### src/rtl/serial_chunk_adder_if.sv
// Operand/result handshake bundle for serial_chunk_adder.
// The producer/consumer side uses the master modport; the adder uses slave.
interface serial_chunk_adder_if #(
  parameter int WIDTH = 16
);
  logic             in_valid;
  logic             in_ready;
  logic [WIDTH-1:0] in_a;
  logic [WIDTH-1:0] in_b;
  logic             in_cin;
  logic             in_sub;
  logic             out_valid;
  logic             out_ready;
  logic [WIDTH-1:0] out_sum;
  logic             out_cout;
  logic             out_ovf;

  modport master (
    output in_valid, in_a, in_b, in_cin, in_sub, out_ready,
    input  in_ready, out_valid, out_sum, out_cout, out_ovf
  );

  modport slave (
    input  in_valid, in_a, in_b, in_cin, in_sub, out_ready,
    output in_ready, out_valid, out_sum, out_cout, out_ovf
  );
endinterface

### src/rtl/serial_chunk_adder.sv
// Multi-cycle add/subtract: WIDTH-bit A+B+cin or A-B, CHUNK bits per clock,
// with a registered carry linking consecutive chunks.
module serial_chunk_adder #(
  parameter int WIDTH = 16,
  parameter int CHUNK = 4
) (
  input logic                clk,
  input logic                rst,
  serial_chunk_adder_if.slave bus
);
  localparam int CHUNK_SAFE = (CHUNK < 1) ? 1 : CHUNK;
  localparam int NCH        = WIDTH / CHUNK_SAFE;
  localparam int IDX_W      = (NCH > 1) ? $clog2(NCH) : 1;
  // Chunk table is padded to a power of two so idx never indexes past its end.
  localparam int NSLOT      = 1 << IDX_W;

  if (CHUNK < 1 || (WIDTH % CHUNK_SAFE) != 0) begin : g_bad_params
    $error("serial_chunk_adder: WIDTH must be a positive multiple of CHUNK");
  end

  typedef enum logic [1:0] {IDLE, CALC, DONE} state_t;

  state_t             state_reg, state_next;
  logic [IDX_W-1:0]   idx_reg, idx_next;
  logic               carry_reg, carry_next;
  logic [WIDTH-1:0]   a_op_reg, a_op_next;
  logic [WIDTH-1:0]   b_op_reg, b_op_next;
  logic [WIDTH-1:0]   sum_reg, sum_next;
  logic               cout_reg, cout_next;
  logic               ovf_reg, ovf_next;

  logic [CHUNK_SAFE-1:0] a_chunk [NSLOT];
  logic [CHUNK_SAFE-1:0] b_chunk [NSLOT];
  logic [CHUNK_SAFE:0]   chunk_res;
  logic                  last_chunk;

  genvar gi;
  generate
    for (gi = 0; gi < NSLOT; gi++) begin : g_slice
      if (gi < NCH) begin : g_real
        assign a_chunk[gi] = a_op_reg[gi*CHUNK_SAFE +: CHUNK_SAFE];
        assign b_chunk[gi] = b_op_reg[gi*CHUNK_SAFE +: CHUNK_SAFE];
      end else begin : g_pad
        assign a_chunk[gi] = '0;
        assign b_chunk[gi] = '0;
      end
    end
  endgenerate

  assign chunk_res  = {1'b0, a_chunk[idx_reg]} + {1'b0, b_chunk[idx_reg]}
                    + {{CHUNK_SAFE{1'b0}}, carry_reg};
  assign last_chunk = (idx_reg == IDX_W'(NCH - 1));

  always_ff @(posedge clk or posedge rst) begin
    if (rst) begin
      state_reg <= IDLE;
      idx_reg   <= '0;
      carry_reg <= 1'b0;
      a_op_reg  <= '0;
      b_op_reg  <= '0;
      sum_reg   <= '0;
      cout_reg  <= 1'b0;
      ovf_reg   <= 1'b0;
    end else begin
      state_reg <= state_next;
      idx_reg   <= idx_next;
      carry_reg <= carry_next;
      a_op_reg  <= a_op_next;
      b_op_reg  <= b_op_next;
      sum_reg   <= sum_next;
      cout_reg  <= cout_next;
      ovf_reg   <= ovf_next;
    end
  end

  always_comb begin
    state_next = state_reg;
    idx_next   = idx_reg;
    carry_next = carry_reg;
    a_op_next  = a_op_reg;
    b_op_next  = b_op_reg;
    sum_next   = sum_reg;
    cout_next  = cout_reg;
    ovf_next   = ovf_reg;

    case (state_reg)
      IDLE: begin
        if (bus.in_valid) begin
          // Subtraction is folded into the add as A + ~B + 1.
          a_op_next  = bus.in_a;
          b_op_next  = bus.in_sub ? ~bus.in_b : bus.in_b;
          carry_next = bus.in_sub ? 1'b1 : bus.in_cin;
          sum_next   = '0;
          idx_next   = '0;
          state_next = CALC;
        end
      end
      CALC: begin
        for (int i = 0; i < NCH; i++) begin
          if (idx_reg == IDX_W'(i)) begin
            sum_next[i*CHUNK_SAFE +: CHUNK_SAFE] = chunk_res[CHUNK_SAFE-1:0];
          end
        end
        carry_next = chunk_res[CHUNK_SAFE];
        if (last_chunk) begin
          cout_next  = chunk_res[CHUNK_SAFE];
          ovf_next   = (a_op_reg[WIDTH-1] == b_op_reg[WIDTH-1]) &&
                       (chunk_res[CHUNK_SAFE-1] != a_op_reg[WIDTH-1]);
          idx_next   = '0;
          state_next = DONE;
        end else begin
          idx_next   = idx_reg + IDX_W'(1);
        end
      end
      DONE: begin
        if (bus.out_ready) begin
          state_next = IDLE;
        end
      end
      default: state_next = IDLE;
    endcase
  end

  assign bus.in_ready  = (state_reg == IDLE);
  assign bus.out_valid = (state_reg == DONE);
  assign bus.out_sum   = sum_reg;
  assign bus.out_cout  = cout_reg;
  assign bus.out_ovf   = ovf_reg;
endmodule

### src/flat_wrapper.sv
// flat-port wrapper written by rule: the top's interface ports become plain ports
module serial_chunk_adder_flat 
#(
  parameter int WIDTH = 16,
  parameter int CHUNK = 4
)
  (clk, rst, bus_in_valid, bus_in_a, bus_in_b, bus_in_cin, bus_in_sub, bus_out_ready, bus_in_ready, bus_out_valid, bus_out_sum, bus_out_cout, bus_out_ovf);
  serial_chunk_adder_if #(.WIDTH(WIDTH)) bus_i ();
  input logic clk;
  input logic rst;
  input wire logic [$bits(bus_i.in_valid)-1:0] bus_in_valid;
  input wire logic [$bits(bus_i.in_a)-1:0] bus_in_a;
  input wire logic [$bits(bus_i.in_b)-1:0] bus_in_b;
  input wire logic [$bits(bus_i.in_cin)-1:0] bus_in_cin;
  input wire logic [$bits(bus_i.in_sub)-1:0] bus_in_sub;
  input wire logic [$bits(bus_i.out_ready)-1:0] bus_out_ready;
  output wire logic [$bits(bus_i.in_ready)-1:0] bus_in_ready;
  output wire logic [$bits(bus_i.out_valid)-1:0] bus_out_valid;
  output wire logic [$bits(bus_i.out_sum)-1:0] bus_out_sum;
  output wire logic [$bits(bus_i.out_cout)-1:0] bus_out_cout;
  output wire logic [$bits(bus_i.out_ovf)-1:0] bus_out_ovf;
  assign bus_i.in_valid = bus_in_valid;
  assign bus_i.in_a = bus_in_a;
  assign bus_i.in_b = bus_in_b;
  assign bus_i.in_cin = bus_in_cin;
  assign bus_i.in_sub = bus_in_sub;
  assign bus_i.out_ready = bus_out_ready;
  assign bus_in_ready = bus_i.in_ready;
  assign bus_out_valid = bus_i.out_valid;
  assign bus_out_sum = bus_i.out_sum;
  assign bus_out_cout = bus_i.out_cout;
  assign bus_out_ovf = bus_i.out_ovf;
  serial_chunk_adder #(.WIDTH(WIDTH), .CHUNK(CHUNK)) u_core (.clk(clk), .rst(rst), .bus(bus_i));
endmodule
### config.mk
export PLATFORM = sky130hd
export DESIGN_NAME = serial_chunk_adder_flat
export DESIGN_NICKNAME = d
export VERILOG_FILES = /design/src/rtl/serial_chunk_adder_if.sv /design/src/rtl/serial_chunk_adder.sv /design/src/flat_wrapper.sv
export SDC_FILE = /design/constraint.sdc
export NUM_CORES = 1
export LEC_CHECK = 0
export ABC_AREA = 1
export CORE_MARGIN = 3
export CORE_UTILIZATION = 25
export CTS_BUF_LIST = sky130_fd_sc_hd__clkbuf_16
export CTS_CLUSTER_SIZE = 24
export DETAILED_ROUTE_END_ITERATION = 16
export REMOVE_ABC_BUFFERS = 1
export SLEW_MARGIN = 20
export SYNTH_ARGS = -nofsm -noshare
export SYNTH_HDL_FRONTEND = slang
export SYNTH_SLANG_ARGS = --single-unit
### constraint.sdc
create_clock -name clk -period 3.18 [get_ports clk]
set_input_delay 0.636 -clock clk [delete_from_list [all_inputs] [get_ports clk]]
set_output_delay 0.636 -clock clk [all_outputs]
set_load 0.05 [all_outputs]
# [Word-level counts from Yosys, hierarchy flattened]
# Cells that the tools add are included.
[totals] regBits=55 latch_bits=0 ram_bits=0 mem_bits_ro=0 n_memories=0
[classes] add_sub_neg=3 n_mul=0 div_mod_pow=0 order_cmp=1 n_eq_ne=13 shift=0 n_mux=23 bitwise=2 n_reduce_logical=12
[op_table] cell="16-bit 2-to-1 mux" count=2
[op_table] cell="4-bit 2-to-1 mux" count=8
[op_table] cell="16-bit case mux with 2 select lines" count=1
[op_table] cell="4-bit binary-select mux with 2-bit select" count=2
[op_table] cell="16-bit NOT" count=1
[op_table] cell="3-bit AND reduction" count=5
[op_table] cell="2-bit 2-to-1 mux" count=5
[op_table] cell="2-bit by 1-bit != test with 1-bit output, second input constant" count=4
[op_table] cell="2-bit equality test, second input constant" count=3
[op_table] cell="2-bit case mux with 3 select lines" count=1
[op_table] cell="2-bit AND reduction" count=3
[op_table] cell="4-bit by 4-bit adder with 5-bit output" count=1
[op_table] cell="5-bit by 1-bit adder with 5-bit output" count=1
[op_table] cell="2-bit by 1-bit equality test with 1-bit output, second input constant" count=2
[op_table] cell="2-bit zero test" count=2
[op_table] cell="2-bit != test, second input constant" count=2
[op_table] cell="2-bit case mux with 2 select lines" count=1
[op_table] cell="3-bit greater-or-equal comparator, second input constant" count=1
[op_table] cell="2-bit NOT with 3-bit output" count=1
[op_table] cell="2-bit by 1-bit adder with 2-bit output, second input constant" count=1
[op_table] cell="1-bit 2-to-1 mux" count=2
[op_table] cell="1-bit case mux with 2 select lines" count=1
[op_table] cell="2-bit nonzero test" count=1
[op_table] cell="1-bit equality test" count=1
[op_table] cell="2 further kinds" count=2

# [Logic depth before layout (Yosys ltp)]
# Gate-level depths: netlist (run 1).
[depth] ltp_word=8 depth_mapped=13 ltp_nobuf=11

# [Worst setup path before layout (run 1)]
# No wires, ideal clock.
[synth_timing] path_kind="register to register" from="register u_core.idx_reg[0]" to="register u_core.carry_reg" setup_ps=129 t_arrival_ps=2283 required_ps=3051 setup_slack_ps=768 path_stages_with_launch=13 path_buffers=2 cell_sequence="dfrtp_1 -> buf_2 -> inv_1 -> buf_2 -> nor2_1 -> o22ai_1 -> fa_1 -> fa_1 -> nand2_1 -> a21oi_1 -> or2_2 -> nand2_1 -> nand3_1"
[synth_between] elab_chain_len=7
[synth_lines] element="from (decl)" line_no="serial_chunk_adder.sv:24" rtl="logic [IDX_W-1:0] idx_reg, idx_next;"
[synth_lines] element="from (signal assigned)" line_no="serial_chunk_adder.sv:66" rtl="idx_reg <= idx_next;"
[synth_lines] element="2-bit NOT with 3-bit output (not written as such) (*)" line_no="serial_chunk_adder.sv:50" rtl="assign chunk_res = {1'b0, a_chunk[idx_reg]} + {1'b0, b_chunk[idx_reg]}"
[synth_lines] element="4-bit binary-select mux with 2-bit select" line_no="serial_chunk_adder.sv:50"
[synth_lines] element="4-bit 2-to-1 mux (not written as such) (2 in a row)" line_no="serial_chunk_adder.sv:50"
[synth_lines] element="4-bit by 4-bit adder with 5-bit output (*)" line_no="serial_chunk_adder.sv:50"
[synth_lines] element="5-bit by 1-bit adder with 5-bit output (*)" line_no="serial_chunk_adder.sv:51" rtl="+ {{CHUNK_SAFE{1'b0}}, carry_reg};"
[synth_lines] element="1-bit case mux with 2 select lines (*)" line_no="serial_chunk_adder.sv:86" rtl="case (state_reg)"
[synth_lines] element="to (signal assigned)" line_no="serial_chunk_adder.sv:67" rtl="carry_reg <= carry_next;"
[synth_lines] element="to (decl)" line_no="serial_chunk_adder.sv:25" rtl="logic carry_reg, carry_next;"
# Mark *: on every way between the ends. The rest lies on a longest branch, timed or not. The select of a mux whose other input is x is not followed.
# A chain may end at the register's enable or synchronous reset.

# [Worst setup path after layout (run 1)]
[layout_timing] from="register u_core.idx_reg[1]" to="register u_core.carry_reg"
# Same word-level chain as after synthesis.

==> flow_summary.json, run 1 <==
{
  "run_status": "finished, final reports clean",
  "cts_tree": "done",
  "grt_pass1_wl_um": 10200,
  "grt_max_degree": 53,
  "startpoint_type": "register",
  "arrival_ns": 2.90,
  "via_per_inst": 4.37,
  "hp-start": "u_core.bus.out_ovf",
  "vias": 2220,
  "cp_num_buf_inv": 1,
  "finalHoldViolations": 0,
  "slowest_stage": "dfrtp_1",
  "wl_per_cell_um": 12.2,
  "hpwlAfterDp_um": 4670,
  "r2r_cells": 10,
  "io_pins": 58,
  "cts_buffer_depth": 2,
  "fp.dieW_um": 110,
  "drv_slew": 0,
  "gp_congestion": 0.801,
  "io_buffers": 57,
  "holdBufCountCts": 0,
  "grt_pass1_vias": 2142,
  "final-setup-viol-count": 0,
  "ant_nets": 0,
  "clock-sinks": 55,
  "insertion_delay_ns": 0.29,
  "slowest_delay_ns": 0.53,
  "cts_resized": 0,
  "hold_path_class": "register to register",
  "yosysSeqAreaShare_pct": 50.7,
  "die_area_um2": 12100,
  "power.density_nw_per_um2": 1110,
  "grt-ovfl-total": 0,
  "synth_cell_types": 27,
  "coreArea_um2": 10500,
  "ys_seq_elements": 55,
  "cp_max_fo": 11,
  "syn_to_final_growth_pct": 30.7,
  "maxSlewHeadroom_pct": 37.4,
  "final_nets": 418,
  "p_leak_nw": 1.65,
  "core.rowCount": 37,
  "drive_gt1_share_pct": 6.72,
  "hold_slack_ns": 0.482,
  "wirelength_um": 6200,
  "hold_end": "u_core.bus.out_ovf",
  "firstDrtPassIters": 4,
  "endpoint_kind": "register",
  "r2r_end": "u_core.carry_reg",
  "syn_area_per_cell_um2": 8.53,
  "drc_errors": 0,
  "synth_top_area_share_pct": 50.7,
  "fin_worst_skew_ns": 0.00613,
  "cts_setup_buffers": 0,
  "setup.worst_path.class": "register to register",
  "finalSetupTns_ns": 0,
  "reg2reg_from": "u_core.idx_reg[1]",
  "cts-root-buf": "clkbuf_16",
  "crit_chain": "clkinv_1, o21ai_0, o22ai_1, fa_1, fa_1, nand2_1, a21oi_1, or2_2, nand2_1, nand3_1",
  "syn_inst": 318,
  "rsz0062_at_grt": "false",
  "netlist_area_um2": 2710,
  "initial_core_util_pct": 25.9,
  "dr.first_iter.drc_count": 92,
  "antenna_found_initial": 0,
  "crit_family": "adder cells",
  "reg2reg_slack_ns": 0.44,
  "synth_area_leaders": "dfrtp_1, nand2_1, o21ai_0",
  "required_ns": 3.34,
  "tightest_slew_ns": 0.937,
  "cts_buffers": 5,
  "htree_num_levels": 2,
  "fmax_mhz": 365,
  "dieHeight_um": 110,
  "yosysTopAreaCell": "dfrtp_1",
  "layout_min_cycle_time_ns": 2.74,
  "synth_warnings": 0,
  "hold_depth": 2,
  "grtUsageTotal_pct": 10.7,
  "path_clk_slew_ns": 0.07,
  "utilization_pct": 33.9,
  "antennaDiodeCount": 0,
  "cap_viol_max_count": 0,
  "ir_drop_uv": 474,
  "fin_crit_sh_pct": 86.1
}
## area by class of cell
class	instances	area (µm²)
timing repair buffer	59	598
inverter	16	62.6
fill	1147	6920
clock inverter	3	15.0
tap	136	170
clock buffer	5	125
sequential	55	1380
multi-input combinational	234	1200
## synth_stat cells
library cell	n
nor2_2	3
nand3_1	11
clkinv_1	1
o21ai_0	37
inv_1	10
nand2_1	116
a21oi_4	2
clkbuf_1	5
xnor2_1	16
buf_2	4
ha_1	7
buf_6	2
inv_2	4
nand2_2	1
o31ai_1	1
nor2_1	19
o21ai_1	5
a21oi_1	2
inv_4	1
nand2_4	1
fa_1	2
buf_4	2
o22ai_1	8
dfrtp_1	55
a21oi_2	1
or2_2	1
o211ai_1	1
## routing by layer
layer	vias to the layer above	GRT usage, %	wire length (µm)
li1	1127	-	-
met1	1026	14.6	2950
met2	58	17.2	2800
met3	9	2.21	357
met4	0	3.17	87
met5	-	0	0
## stage by stage
step,power [mW],setup WS (ns),area [µm²],cells
5_1_grt,4.32,0.170,3550,508
6_report,3.95,0.442,3550,508
2_1_floorplan,2.76,0.564,2640,305
4_1_cts,4.00,0.430,3550,508
3_5_place_dp,3.45,0.471,3410,500
3_3_place_gp,3.39,0.659,3410,500
## how the worst max path moves through the flow
stage / end / cells past startpoint / startpoint / slack, ns
3_5_place_dp: u_core.carry_reg / 10 / u_core.idx_reg[1] / 0.47
5_1_grt: u_core.carry_reg / 10 / u_core.idx_reg[1] / 0.17
3_3_place_gp: u_core.carry_reg / 10 / u_core.idx_reg[1] / 0.66
2_1_floorplan: u_core.carry_reg / 10 / u_core.idx_reg[0] / 0.56
6_report: u_core.carry_reg / 10 / u_core.idx_reg[1] / 0.44
4_1_cts: u_core.carry_reg / 10 / u_core.idx_reg[1] / 0.43
## layout by cell type (no fill, tap or decap)
| cell | Yosys | layout |
|---|---|---|
| ha_1 | 7 | 7 |
| nor2_1 | 19 | 19 |
| nand2_1 | 116 | 116 |
| inv_2 | 4 | 5 |
| or2_2 | 1 | 1 |
| dfrtp_1 | 55 | 55 |
| nand2_2 | 1 | 1 |
| buf_4 | 2 | 1 |
| o21ai_0 | 37 | 37 |
| o22ai_1 | 8 | 8 |
| inv_4 | 1 | 1 |
| clkinv_2 | 0 | 3 |
| o21ai_1 | 5 | 5 |
| o211ai_1 | 1 | 1 |
| nand2_4 | 1 | 1 |
| nand3_1 | 11 | 11 |
| clkinv_1 | 1 | 1 |
| a21oi_2 | 1 | 1 |
| fa_1 | 2 | 2 |
| buf_12 | 0 | 1 |
| a21oi_1 | 2 | 2 |
| inv_1 | 10 | 9 |
| o31ai_1 | 1 | 1 |
| xnor2_1 | 16 | 16 |
| nor2_2 | 3 | 3 |
| a21oi_4 | 2 | 2 |
| clkdlybuf4s50_1 | 0 | 57 |
| clkbuf_16 | 0 | 5 |
## cell families (layout without fill, tap and decap cells)
group / after synthesis / count (layout) / synth area share [%]
DFF: 55 / 55 / 50.7
xor gates and xnor gates: 16 / 16 / 5.16
and+or+nand+nor: 152 / 152 / 22.3
AOI/OAI and AO/OA: 57 / 57 / 12.0
buffers and inverters: 29 / 83 / 5.12
adders and majority gates: 9 / 9 / 4.70
## power by group
part / internal (mW) / switching, mW / total, mW
sequential: 1.02 / 0.201 / 1.22
clock: 0.288 / 0.242 / 0.530
combinational: 0.749 / 1.45 / 2.20
total: 2.05 / 1.89 / 3.95
## worst register-to-register path, delay by kind of cell, from the launching register on
kind,cells,cell delay [ns]
compound gates,3,0.35
fa+ha+maj,2,0.85
flops,1,0.53
simple gates,4,0.53
buf+inv,1,0.33
(Power assumes the default switching activity.)
==> inputs of run 2 (changes only) <==
Settings changed: CORE_UTILIZATION 25 to 51, PLACE_DENSITY from default to 0.8, TNS_END_PERCENT from default to 5.
==> run 2 against run 1 <==
  * Clock skew about the same
  * Critical path type unchanged
  * Flip-flop and latch count is the same
  * Register-to-register slack improved by 0.02 ns
  * First-iteration DRC count increased by 35%
  * Hold slack got worse by 0.0023 ns
  * Die area fell by 49%
  * Design area shrank 2.5%
==> flow_summary.json, run 2 (synthesized netlist as in run 1, its figures left out) <==
{
  "cts_buffers": 5,
  "ir_drop_uv": 577,
  "grt-ovfl-total": 0,
  "via_per_inst": 5.02,
  "antenna_found_initial": 0,
  "path_clk_slew_ns": 0.06,
  "power.density_nw_per_um2": 1130,
  "io_buffers": 57,
  "gp_congestion": 0.854,
  "initial_core_util_pct": 54.9,
  "final_nets": 418,
  "cts_resized": 0,
  "cts_tree": "done",
  "core.rowCount": 25,
  "dr.first_iter.drc_count": 124,
  "fin_crit_sh_pct": 85.5,
  "power_mw": 3.89,
  "wirelength_um": 5530,
  "die_area_um2": 6230,
  "final_common_cell": "nand2_1",
  "grt_pass1_wl_um": 9710,
  "cts_buffer_depth": 2,
  "ant_nets": 0,
  "seqPwrFrac_pct": 31.7,
  "switching_share_pct": 47.4,
  "finalHoldViolations": 0,
  "startpoint_type": "register",
  "grt_max_degree": 53,
  "p_int_mw": 2.05,
  "crit_family": "adder cells",
  "syn_to_final_growth_pct": 27.3,
  "fp.dieW_um": 78.9,
  "firstDrtPassIters": 4,
  "cap_viol_max_count": 0,
  "antennaDiodeCount": 0,
  "coreArea_um2": 4940,
  "layout_min_cycle_time_ns": 2.72,
  "finalSetupTns_ns": 0,
  "p_comb_share_pct": 55.3,
  "arrival_ns": 2.88,
  "wl_per_cell_um": 12.6,
  "fin_cells": 439,
  "tightest_slew_ns": 0.940,
  "slowest_delay_ns": 0.55,
  "p_leak_nw": 1.64,
  "clkPwrFrac_pct": 13.0,
  "drv_slew": 0,
  "cp_max_fo": 11,
  "fmax_mhz": 368,
  "clock-sinks": 55,
  "io_pins": 58,
  "maxSlewHeadroom_pct": 37.1,
  "slowest_stage": "dfrtp_1",
  "mostFrequentLayoutCells": "nand2_1, clkdlybuf4s50_1, dfrtp_1, o21ai_0, nor2_1",
  "grt_pass1_vias": 2146,
  "hpwlAfterDp_um": 4040,
  "rsz0062_at_grt": "false",
  "endpoint_kind": "register",
  "vias": 2204,
  "hold_path_class": "register to register",
  "drive_gt1_share_pct": 5.91,
  "drc_errors": 0,
  "run_status": "finished, final reports clean",
  "dieHeight_um": 78.9,
  "cts-root-buf": "clkbuf_16",
  "holdBufCountCts": 0,
  "p_sw_mw": 1.85,
  "grtUsageTotal_pct": 19.5,
  "crit_chain": "clkinv_1, o21ai_0, o22ai_1, fa_1, fa_1, nand2_1, a21oi_1, or2_2, nand2_1, nand3_1",
  "setup.worst_path.class": "register to register",
  "insertion_delay_ns": 0.28,
  "htree_num_levels": 2,
  "placedCellCount": 431,
  "cp_num_buf_inv": 1,
  "cts_setup_buffers": 0,
  "final-setup-viol-count": 0,
  "fin_worst_skew_ns": 0.00603,
  "required_ns": 3.34
}
## run 2: cell types whose count changed in the layout (fill, tap and decap cells not counted)
cell and change:
clkinv_2 -3, inv_1 +1, clkinv_1 +2
## run 2: routing by layer
layer / vias up / wire (µm) / global-route usage, %
met5: - / 0 / 0
met3: 6 / 262 / 4.08
met2: 64 / 2720 / 33.0
met1: 1008 / 2490 / 26.0
met4: 0 / 49 / 4.30
li1: 1126 / - / -
## run 2: path summary, 6_finish.rpt
kind,startpoint,end,slack (ns),depth (start not counted)
min reg2reg,u_core.bus.out_sum[11],u_core.bus.out_sum[11],0.48,2
max reg2reg,u_core.idx_reg[1],u_core.carry_reg,0.46,10
max,u_core.idx_reg[1],u_core.carry_reg,0.46,10
min in group asynchronous,rst,u_core.idx_reg[0],0.73,2
max in group asynchronous,rst,u_core.a_op_reg[10],1.90,3
min,u_core.bus.out_sum[11],u_core.bus.out_sum[11],0.48,2
## run 2: final cells by class
| cell class | instances | area (µm²) |
|---|---|---|
| flip-flops and latches | 55 | 1380 |
| repair buffers | 59 | 598 |
| well taps | 67 | 83.8 |
| inverters | 16 | 62.6 |
| clock inverters | 3 | 11.3 |
| fillers | 412 | 1490 |
| multi-input cells | 234 | 1200 |
| clock buffers | 5 | 125 |
## run 2: tightest hold or removal path: cells and delay by family (launching register included)
kind	cells	cell delay [ns]
DFF	1	0.34
and+or+nand+nor	2	0.10
## run 2: stage by stage
step | setup WS [ns] | cell area [µm²] | util, % | hold slack [ns]
after floorplan | 0.564 | 2640 | - | 0.444
after global placement | 0.625 | 3320 | 67.2 | 0.462
after detailed placement | 0.525 | 3320 | 67.2 | 0.462
after CTS | 0.491 | 3460 | 69.9 | 0.479
after global routing | 0.257 | 3460 | 69.9 | 0.484
final | 0.462 | 3460 | 69.9 | 0.480
## run 2: power groups by stage
| stage | registers (mW) | logic, mW | clock network [mW] |
|---|---|---|---|
| after CTS | 1.23 | 2.16 | 0.514 |
| after detailed placement | 1.23 | 2.14 | 0 |
| after global placement | 1.23 | 2.09 | 0 |
| final | 1.23 | 2.15 | 0.507 |
| after global routing | 1.27 | 2.44 | 0.549 |
| after floorplan | 1.47 | 1.30 | 0 |
==> inputs of run 3 (changes only) <==
Settings changed: SETUP_SLACK_MARGIN from default to 0.5.
==> run 3 against run 2 <==
  * Design area is 1.3% higher
  * Global-route usage hardly changed
  * Clock power hardly changed
  * Non-clock buffer count is 5 higher
  * Wire length is 3.1% higher
  * Flip-flop and latch count stayed put
  * Maximum frequency is 9.2% higher
  * Clock-buffer cell count stayed put
  * Final cell count is 1.1% higher
  * Register-to-register slack better by 0.23 ns
  * Highest routed layer unchanged
==> flow_summary.json, run 3 (synthesized netlist as in run 1, its figures left out) <==
{
  "run_status": "finished, final reports clean",
  "p_int_mw": 2.09,
  "setup.worst_path.class": "register to register",
  "cts_tree": "done",
  "path_clk_slew_ns": 0.06,
  "final_nets": 423,
  "clock-sinks": 55,
  "antennaDiodeCount": 0,
  "cp_max_fo": 5,
  "die_area_um2": 6230,
  "drc_errors": 0,
  "finalSetupTns_ns": 0,
  "p_leak_nw": 1.66,
  "final-setup-viol-count": 0,
  "firstDrtPassIters": 4,
  "layout_min_cycle_time_ns": 2.49,
  "antenna_found_initial": 0,
  "wirelength_um": 5700,
  "clkPwrFrac_pct": 12.8,
  "endpoint_kind": "register",
  "cap_viol_max_count": 0,
  "io_buffers": 57,
  "fin_cells": 444,
  "syn_to_final_growth_pct": 29.0,
  "via_per_inst": 5.00,
  "finalHoldViolations": 0,
  "switching_share_pct": 47.2,
  "seqPwrFrac_pct": 31.2,
  "drv_slew": 0,
  "rsz0062_at_grt": "false",
  "utilization_pct": 70.8,
  "cts_buffer_depth": 2,
  "core.rowCount": 25,
  "holdBufCountCts": 0,
  "fp.dieW_um": 78.9,
  "grt-ovfl-total": 0,
  "gp_congestion": 0.854,
  "ir_drop_uv": 582,
  "initial_core_util_pct": 54.9,
  "grt_max_degree": 53,
  "maxSlewHeadroom_pct": 38.1,
  "final_common_cell": "nand2_1",
  "required_ns": 3.34,
  "hold_path_class": "register to register",
  "htree_num_levels": 2,
  "fmax_mhz": 402,
  "ant_nets": 0,
  "coreArea_um2": 4940,
  "io_pins": 58,
  "insertion_delay_ns": 0.29,
  "p_sw_mw": 1.87,
  "mostFrequentLayoutCells": "nand2_1, clkdlybuf4s50_1, dfrtp_1, o21ai_0, nor2_1",
  "hpwlAfterDp_um": 4040,
  "tightest_slew_ns": 0.926,
  "power.density_nw_per_um2": 1130,
  "fin_worst_skew_ns": 0.00642,
  "dieHeight_um": 78.9,
  "wl_per_cell_um": 12.8,
  "cts_buffers": 5,
  "grt_pass1_vias": 2145,
  "fin_crit_sh_pct": 78.3,
  "cts-root-buf": "clkbuf_16",
  "dr.first_iter.drc_count": 138,
  "vias": 2221,
  "arrival_ns": 2.65,
  "placedCellCount": 431,
  "startpoint_type": "register",
  "p_comb_share_pct": 56.0,
  "grt_pass1_wl_um": 9670,
  "drive_gt1_share_pct": 8.22,
  "grtUsageTotal_pct": 19.4
}
## run 3: cell types whose count changed in the layout (fill, tap and decap cells not counted)
cell	before	now
inv_1	10	9
clkinvlp_4	0	1
clkinv_1	3	2
clkinv_2	0	1
dfrtp_2	0	2
buf_4	1	6
dfrtp_1	55	53
## run 3: through the flow
stage / power, mW / instance area (µm²) / hold WS [ns] / setup slack (ns)
after floorplan: 2.76 / 2640 / 0.444 / 0.564
after global placement: 3.32 / 3320 / 0.462 / 0.625
after detailed placement: 3.38 / 3320 / 0.462 / 0.525
after CTS: 3.91 / 3460 / 0.479 / 0.561
after global routing: 4.32 / 3500 / 0.508 / 0.563
final: 3.96 / 3500 / 0.480 / 0.690
## run 3: final cells by class
type	instances	area, µm²
tap	67	83.8
fill	404	1440
clock buffer	5	125
sequential	55	1380
clock inverter	3	11.3
multi-input combinational	234	1200
inverter	16	67.6
timing repair buffer	64	636
## run 3: per-layer routing
| metal | wire length, µm | GRT usage (%) |
|---|---|---|
| met1 | 2580 | 25.8 |
| met2 | 2820 | 33.0 |
| met3 | 240 | 4.08 |
| met4 | 59 | 4.30 |
| met5 | 0 | 0 |
## run 3: critical path, cell delays in order, from the launching register on
cell,delay [ns]
dfrtp_2,0.45
buf_4,0.16
o21ai_0,0.22
o22ai_1,0.14
fa_1,0.43
fa_1,0.40
nand2_1,0.10
a21oi_1,0.06
or2_2,0.28
nand2_1,0.06
nand3_1,0.06
## run 3: worst paths after layout
kind | startpoint | slack, ns | endpoint | cells past startpoint
hold / removal | u_core.bus.out_sum[11] | 0.48 | u_core.bus.out_sum[11] | 2
setup / recovery | u_core.idx_reg[0] | 0.69 | u_core.carry_reg | 10
min in group asynchronous | rst | 0.73 | u_core.idx_reg[0] | 2
hold reg to reg | u_core.bus.out_sum[11] | 0.48 | u_core.bus.out_sum[11] | 2
setup reg to reg | u_core.idx_reg[0] | 0.69 | u_core.carry_reg | 10
max in group asynchronous | rst | 1.89 | u_core.idx_reg[1] | 3
## run 3: timing repair
| item | CTS | global route |
|---|---|---|
| setup buffers | 0 | 5 |
| pin swaps | 0 | 0 |
| gates resized for setup | 1 | 3 |
| endpoints found under the setup margin | 1 | 8 |
## run 3: power groups by stage
stage | logic (mW) | registers, mW | clock network (mW)
global placement | 2.09 | 1.23 | 0
floorplan | 1.30 | 1.47 | 0
CTS | 2.16 | 1.23 | 0.514
global route | 2.50 | 1.27 | 0.549
detailed placement | 2.14 | 1.23 | 0
finish | 2.22 | 1.24 | 0.508
